<file path="src/rtl/dac_spi_tx_pkg.sv">
// Shared widths, DAC command byte, frame layout and FSM encoding for the DAC SPI transmitter.
package dac_spi_tx_pkg;

  localparam int unsigned SAMPLE_W    = 16;
  localparam int unsigned DAC_FRAME_W = 24;
  localparam int unsigned BIT_CNT_W   = 5;

  localparam logic [7:0] DAC_CMD_WR_UPD = 8'h30;

  typedef enum logic [1:0] {
    ST_IDLE  = 2'd0,
    ST_SHIFT = 2'd1,
    ST_GAP   = 2'd2
  } dac_state_e;

  typedef struct packed {
    logic [7:0]          cmd;
    logic [SAMPLE_W-1:0] sample;
  } dac_frame_t;

endpackage

</file>
<file path="src/rtl/dac_spi_tx_bit_timer.sv">
// SCLK divider: CLK_DIV clk cycles per half-period, mode 0 (idle low) while run is low.
module dac_spi_tx_bit_timer #(
  parameter int unsigned CLK_DIV = 2
) (
  input  logic clk,
  input  logic rst,
  input  logic run,
  output logic sclk,
  output logic rise_tick_c,
  output logic fall_tick_c
);

  localparam int unsigned DIV_W = $clog2(CLK_DIV + 1);

  logic [DIV_W-1:0] div_cnt;
  logic             phase_end_c;

  assign phase_end_c = run && (div_cnt == DIV_W'(CLK_DIV - 1));
  assign rise_tick_c = phase_end_c && !sclk;
  assign fall_tick_c = phase_end_c && sclk;

  // Half-period counter; sclk toggles at the end of every phase.
  always_ff @(posedge clk) begin
    if (rst) begin
      div_cnt <= '0;
      sclk    <= 1'b0;
    end else if (!run) begin
      div_cnt <= '0;
      sclk    <= 1'b0;
    end else if (phase_end_c) begin
      div_cnt <= '0;
      sclk    <= ~sclk;
    end else begin
      div_cnt <= div_cnt + DIV_W'(1);
    end
  end

endmodule

</file>
<file path="src/rtl/dac_spi_tx.sv">
// Serialises 16-bit QAM samples into 24-bit {CMD, sample} SPI frames for an external DAC,
// with a one-deep input buffer and a sticky overrun flag.
module dac_spi_tx
  import dac_spi_tx_pkg::*;
#(
  parameter int unsigned CLK_DIV    = 2,
  parameter logic [7:0]  CMD        = DAC_CMD_WR_UPD,
  parameter int unsigned CS_GAP     = 2,
  parameter bit          OFFSET_BIN = 1'b1
) (
  input  logic                clk,
  input  logic                rst,
  input  logic [SAMPLE_W-1:0] sample_in,
  input  logic                sample_valid,
  output logic                sample_ready,
  output logic                overrun,
  output logic                busy,
  output logic                frame_done,
  output logic                dac_cs_n,
  output logic                dac_sclk,
  output logic                dac_mosi
);

  localparam int unsigned GAP_W = (CS_GAP > 1) ? $clog2(CS_GAP) : 1;
  localparam logic [SAMPLE_W-1:0] MSB_FLIP = {OFFSET_BIN, {(SAMPLE_W - 1){1'b0}}};

  dac_state_e               state_q, state_d;
  logic [SAMPLE_W-1:0]      buf_q, buf_d;
  logic                     buf_valid_q, buf_valid_d;
  logic [DAC_FRAME_W-1:0]   shift_q, shift_d;
  logic [BIT_CNT_W-1:0]     bit_cnt_q, bit_cnt_d;
  logic [GAP_W-1:0]         gap_cnt_q, gap_cnt_d;
  logic                     cs_n_q, cs_n_d;
  logic                     mosi_q, mosi_d;
  logic                     frame_done_q, frame_done_d;
  logic                     overrun_q, overrun_d;
  logic                     busy_q, busy_d;
  logic                     ready_q, ready_d;
  dac_frame_t               load_frame;
  logic                     rise_tick_c;
  logic                     fall_tick_c;

  assign load_frame = '{cmd: CMD, sample: buf_q};

  dac_spi_tx_bit_timer #(
    .CLK_DIV (CLK_DIV)
  ) u_bit_timer (
    .clk         (clk),
    .rst         (rst),
    .run         (state_q == ST_SHIFT),
    .sclk        (dac_sclk),
    .rise_tick_c (rise_tick_c),
    .fall_tick_c (fall_tick_c)
  );

  always_ff @(posedge clk) begin
    if (rst) begin
      state_q      <= ST_IDLE;
      buf_q        <= '0;
      buf_valid_q  <= 1'b0;
      shift_q      <= '0;
      bit_cnt_q    <= '0;
      gap_cnt_q    <= '0;
      cs_n_q       <= 1'b1;
      mosi_q       <= 1'b0;
      frame_done_q <= 1'b0;
      overrun_q    <= 1'b0;
      busy_q       <= 1'b0;
      ready_q      <= 1'b1;
    end else begin
      state_q      <= state_d;
      buf_q        <= buf_d;
      buf_valid_q  <= buf_valid_d;
      shift_q      <= shift_d;
      bit_cnt_q    <= bit_cnt_d;
      gap_cnt_q    <= gap_cnt_d;
      cs_n_q       <= cs_n_d;
      mosi_q       <= mosi_d;
      frame_done_q <= frame_done_d;
      overrun_q    <= overrun_d;
      busy_q       <= busy_d;
      ready_q      <= ready_d;
    end
  end

  always_comb begin
    state_d      = state_q;
    buf_d        = buf_q;
    buf_valid_d  = buf_valid_q;
    shift_d      = shift_q;
    bit_cnt_d    = bit_cnt_q;
    gap_cnt_d    = gap_cnt_q;
    cs_n_d       = cs_n_q;
    mosi_d       = mosi_q;
    frame_done_d = 1'b0;
    overrun_d    = overrun_q;

    case (state_q)
      ST_IDLE: begin
        if (buf_valid_q) begin
          state_d     = ST_SHIFT;
          shift_d     = load_frame;
          buf_valid_d = 1'b0;
          cs_n_d      = 1'b0;
          mosi_d      = load_frame.cmd[7];
          bit_cnt_d   = BIT_CNT_W'(DAC_FRAME_W - 1);
        end
      end
      ST_SHIFT: begin
        // mosi only moves on sclk falling edges so the DAC samples a settled bit.
        if (fall_tick_c) begin
          if (bit_cnt_q == '0) begin
            state_d      = ST_GAP;
            cs_n_d       = 1'b1;
            mosi_d       = 1'b0;
            frame_done_d = 1'b1;
            gap_cnt_d    = '0;
          end else begin
            bit_cnt_d = bit_cnt_q - BIT_CNT_W'(1);
            mosi_d    = shift_q[DAC_FRAME_W-2];
            shift_d   = shift_q << 1;
          end
        end
      end
      ST_GAP: begin
        if (gap_cnt_q == GAP_W'(CS_GAP - 1)) begin
          state_d = ST_IDLE;
        end else begin
          gap_cnt_d = gap_cnt_q + GAP_W'(1);
        end
      end
      default: state_d = ST_IDLE;
    endcase

    // A strobe while the buffer is full (including the drain edge) is lost.
    if (sample_valid) begin
      if (ready_q) begin
        buf_d       = sample_in ^ MSB_FLIP;
        buf_valid_d = 1'b1;
      end else begin
        overrun_d = 1'b1;
      end
    end

    busy_d  = (state_d != ST_IDLE);
    ready_d = !buf_valid_d;
  end

  // sclk must never pulse outside an asserted chip select.
  assert property (@(posedge clk) disable iff (rst) rise_tick_c |-> !dac_cs_n);

  assign sample_ready = ready_q;
  assign overrun      = overrun_q;
  assign busy         = busy_q;
  assign frame_done   = frame_done_q;
  assign dac_cs_n     = cs_n_q;
  assign dac_mosi     = mosi_q;

endmodule

</file>
<file path="config.mk">
export PLATFORM = sky130hd
export DESIGN_NAME = dac_spi_tx
export DESIGN_NICKNAME = d
export VERILOG_FILES = /design/src/rtl/dac_spi_tx_pkg.sv /design/src/rtl/dac_spi_tx_bit_timer.sv /design/src/rtl/dac_spi_tx.sv
export SDC_FILE = /design/constraint.sdc
export NUM_CORES = 1
export LEC_CHECK = 0
export ABC_AREA = 1
export BUFFER_PORTS_ARGS = -buffer_cell sky130_fd_sc_hd__buf_2
export CAP_MARGIN = 20
export CORE_MARGIN = 5
export CORE_UTILIZATION = 35
export CTS_CLUSTER_DIAMETER = 60
export DETAILED_ROUTE_END_ITERATION = 7
export GPL_ROUTABILITY_DRIVEN = 1
export SLEW_MARGIN = 20
export SYNTH_ARGS = -nofsm -noshare
export SYNTH_HDL_FRONTEND = slang
export SYNTH_SLANG_ARGS = --single-unit
export TNS_END_PERCENT = 20
</file>
<file path="constraint.sdc">
create_clock -name clk -period 1.5 [get_ports clk]
set_input_delay 0.225 -clock clk [delete_from_list [all_inputs] [get_ports clk]]
set_output_delay 0.225 -clock clk [all_outputs]
set_load 0.01 [all_outputs]
</file>
==> results.txt <==
Synth cell types - 27
Startpoint Class - flip-flop
Max Buffers Root-to-Sink - 2
R2R Path End - shift_q[4]
Reg power frac - 46.3%
R2R setup slack - 0.1 ns
Hold Path Class - input port to flip-flop
HPWL Detailed - 3252 um
Post-synth top cells - nor2_1 (76), nand2_1 (75), dfxtp_1 (57)
Seq cells post-synth - 57
Count of pins over their slew limit - 0
Clock Skews - 0.004482 ns
Register area - 1142 sq um
Die W - 92.61 um
Slew @ Worst Pin - 0.4274 ns
Routing usage on met2 - 18.79%
Tmin final - 1.401 ns
Clk network pwr share - 40.5%
Setup crit end kind - flip-flop
Sw Pwr - 0.9295 mW
R2R cell count - 9
Placement row count - 30
Worst Min Path Start - sample_in[15]
Die Y - 92.61 um
Post-Layout Cell Count - 442
Mean Syn Cell Area - 7.372 sq um
Synth-to-Final Area Change - 18.65%
Worst-path maximum fanout - 13
Core area - 6719 sq um
Layout cells sized above 1 - 18.51%
Nets@finish - 379
Synth area leaders - dfxtp_1 (48%), nor2_1 (12%), nand2_1 (12%)
Via count - 1996
N_diodes - 0
Kind of critical path - flip-flop to flip-flop
Placed Cells - 426
Clk sinks - 57
Avg WL per Cell - 10.61 um
Met1 GRT Util - 15.20%
Routed Wire Length - 4689 um
Most common cell in the netlist - nor2_1
Worst flop-to-flop path startpoint - bit_cnt_q[0]
Busiest grt layer - met2
Leading area contributor after synthesis - dfxtp_1
I/O pins - 26
Initial Utilization - 35.55%
Internal - 2.724 mW
Register area share after synthesis - 47.77%
Main synth FF type - dfxtp_1
Maximum clock rate - 714.0 MHz
Logic gate share of total power - 13.3%
Clock-pin slew on the worst setup and hold paths - 0.06 ns
RSZ-0062 raised after global routing - true
DRT antenna net count - 0
Worst Path Arrival - 1.62 ns
Initial antenna violation count - 0
Maxcap violations - 0
Multi-input logic area - 1067 sq um
Total CTS buffers - 9
Worst hold margin - 0.05572 ns
Sw Share - 25.44%
Iteration-0 DRC Markers - 81
Maximum vdd drop - 0.5800 mV
GRT overflow - 0
Die area - 8577 sq um
Vias in the first global route - 1851
Setup violators final - 0
Hold depth - 2
Post-Synthesis Cells - 324
First-pass GRT wire length - 8245 um
Outcome - finished clean
All-Layer GR Usage - 12.18%
Synth warn - 0
Period utilisation layout - 93.38%
Worst-Skew Late Latency - 0.33 ns
Routability cong. - 0.8148
Met3 Track Usage GR - 4.143%
Post-CTS setup buffer count - 0
Rel. slew slack - 71.33%
CTS tree - yes
Htree depth - 3
Largest net degree at the start of global routing - 23
PD cells - 1289 nW/um^2
Drt first pass iters - 4
Number of flops mapped to enable cells by yosys - 0
Hold endpoint - buf_q[15]
Final Hold Vio Count - 0
Share of synthesized flip-flops with an asynchronous set or reset - 0%
# port buffers - 25
Syn_nets - 346
Root Buffer Master - clkbuf_8
Syn Std Cell Area - 2389 sq um
Critical path data required time - 1.72 ns
Synth top area share - 47.77%
Leakage - 1.310 nW
DR vias/cell - 4.516
Fillers - 665
Remaining routing DRC violations - 0
final cells by class:
cell class / instances / share of cell area, %
Timing Repair Buffer: 36 / 7.770
Inverter: 25 / 3.400
Clock inverter: 2 / 1.236
Tap cell: 80 / 3.532
Multi-Input combinational cell: 228 / 37.66
Sequential cell: 57 / 40.31
Clock buffer: 14 / 6.093
cells by family (layout without fill, tap and decap cells):
kind of cell | count (synthesis) | after routing | share of synthesized area (%)
compound gates | 55 | 55 | 11.94
simple gates | 170 | 170 | 30.17
buf+inv | 39 | 77 | 8.538
flops | 57 | 57 | 47.77
fa+ha+maj | 3 | 3 | 1.572
sequential cells by signal, summed over array words and instances, names as in the netlist, 2 cells and up:
register / count
bit_cnt_q: 5
shift_q: 23
buf_q: 16
u_bit_timer.div_cnt: 2
state_q: 2
worst max-delay path by stage:
| stage | startpoint | to | slack [ns] | cells after the start |
|---|---|---|---|---|
| after detailed placement | bit_cnt_q[1] | shift_q[12] | 0.05 | 9 |
| after global placement | bit_cnt_q[1] | shift_q[18] | 0.09 | 9 |
| after global routing | bit_cnt_q[1] | busy | -0.02 | 9 |
| after CTS | bit_cnt_q[1] | shift_q[11] | 0.02 | 9 |
| final | bit_cnt_q[0] | shift_q[4] | 0.1 | 9 |
| after floorplan | bit_cnt_q[0] | bit_cnt_q[4] | 0.10 | 10 |
cell usage in the layout (no fill, tap or decap), types with 2 or more instances in the layout:
cell type   n
nor2_4      2
inv_2       2
o21ai_0    31
clkbuf_1    2
a21oi_1    15
ha_1        3
clkbuf_8   12
a21oi_2     3
nand3_1     7
nor2_1     75
nor2_2      2
buf_2      25
nor3_1      2
inv_1      21
dfxtp_1    56
nand2_4     2
buf_4      10
o21ai_1     5
nand2_1    75
per-layer routing:
layer | wire length (um) | part of all wire (%) | vias to the layer above
met5 | 0 | 0 | -
met4 | 101 | 2.2 | 0
met3 | 164 | 3.5 | 8
met2 | 2141 | 46 | 23
met1 | 2282 | 49 | 884
li1 | - | - | 1081
through the flow:
step	instance area, sq um	utilization (%)	setup slack, ns	TNS [ns]	total power, mW
global placement	2601	38.72	0.08956	0	2.187
global route	2834	42.18	-0.01832	-0.07470	3.861
CTS	2809	41.81	0.02021	0	3.677
finish	2834	42.18	0.09934	0	3.653
detailed placement	2601	38.72	0.05371	0	2.194
floorplan	2389	-	0.1013	0	2.077
worst max-delay path, stage by stage, from the launching register on:
cell and delay (ns):
dfxtp_1 0.33, inv_1 0.06, ha_1 0.19, inv_1 0.10, nor2_4 0.05, nand3_4 0.10
nand2_8 0.10, buf_12 0.15, o21ai_0 0.15, nor2_1 0.06
power by group through the flow:
stage	Combinational, mW	Clock [mW]	Sequential (mW)
6_report	0.484	1.48	1.69
5_1_grt	0.558	1.60	1.70
4_1_cts	0.475	1.51	1.69
3_5_place_dp	0.472	0	1.72
3_3_place_gp	0.468	0	1.72
2_1_floorplan	0.364	0	1.71
what timing repair did:
action,in CTS,in global routing
endpoints found under the setup margin,0,34
gates resized for setup,0,8
hold buffers,0,0
Note: power is estimated with default switching activity, not from simulation.
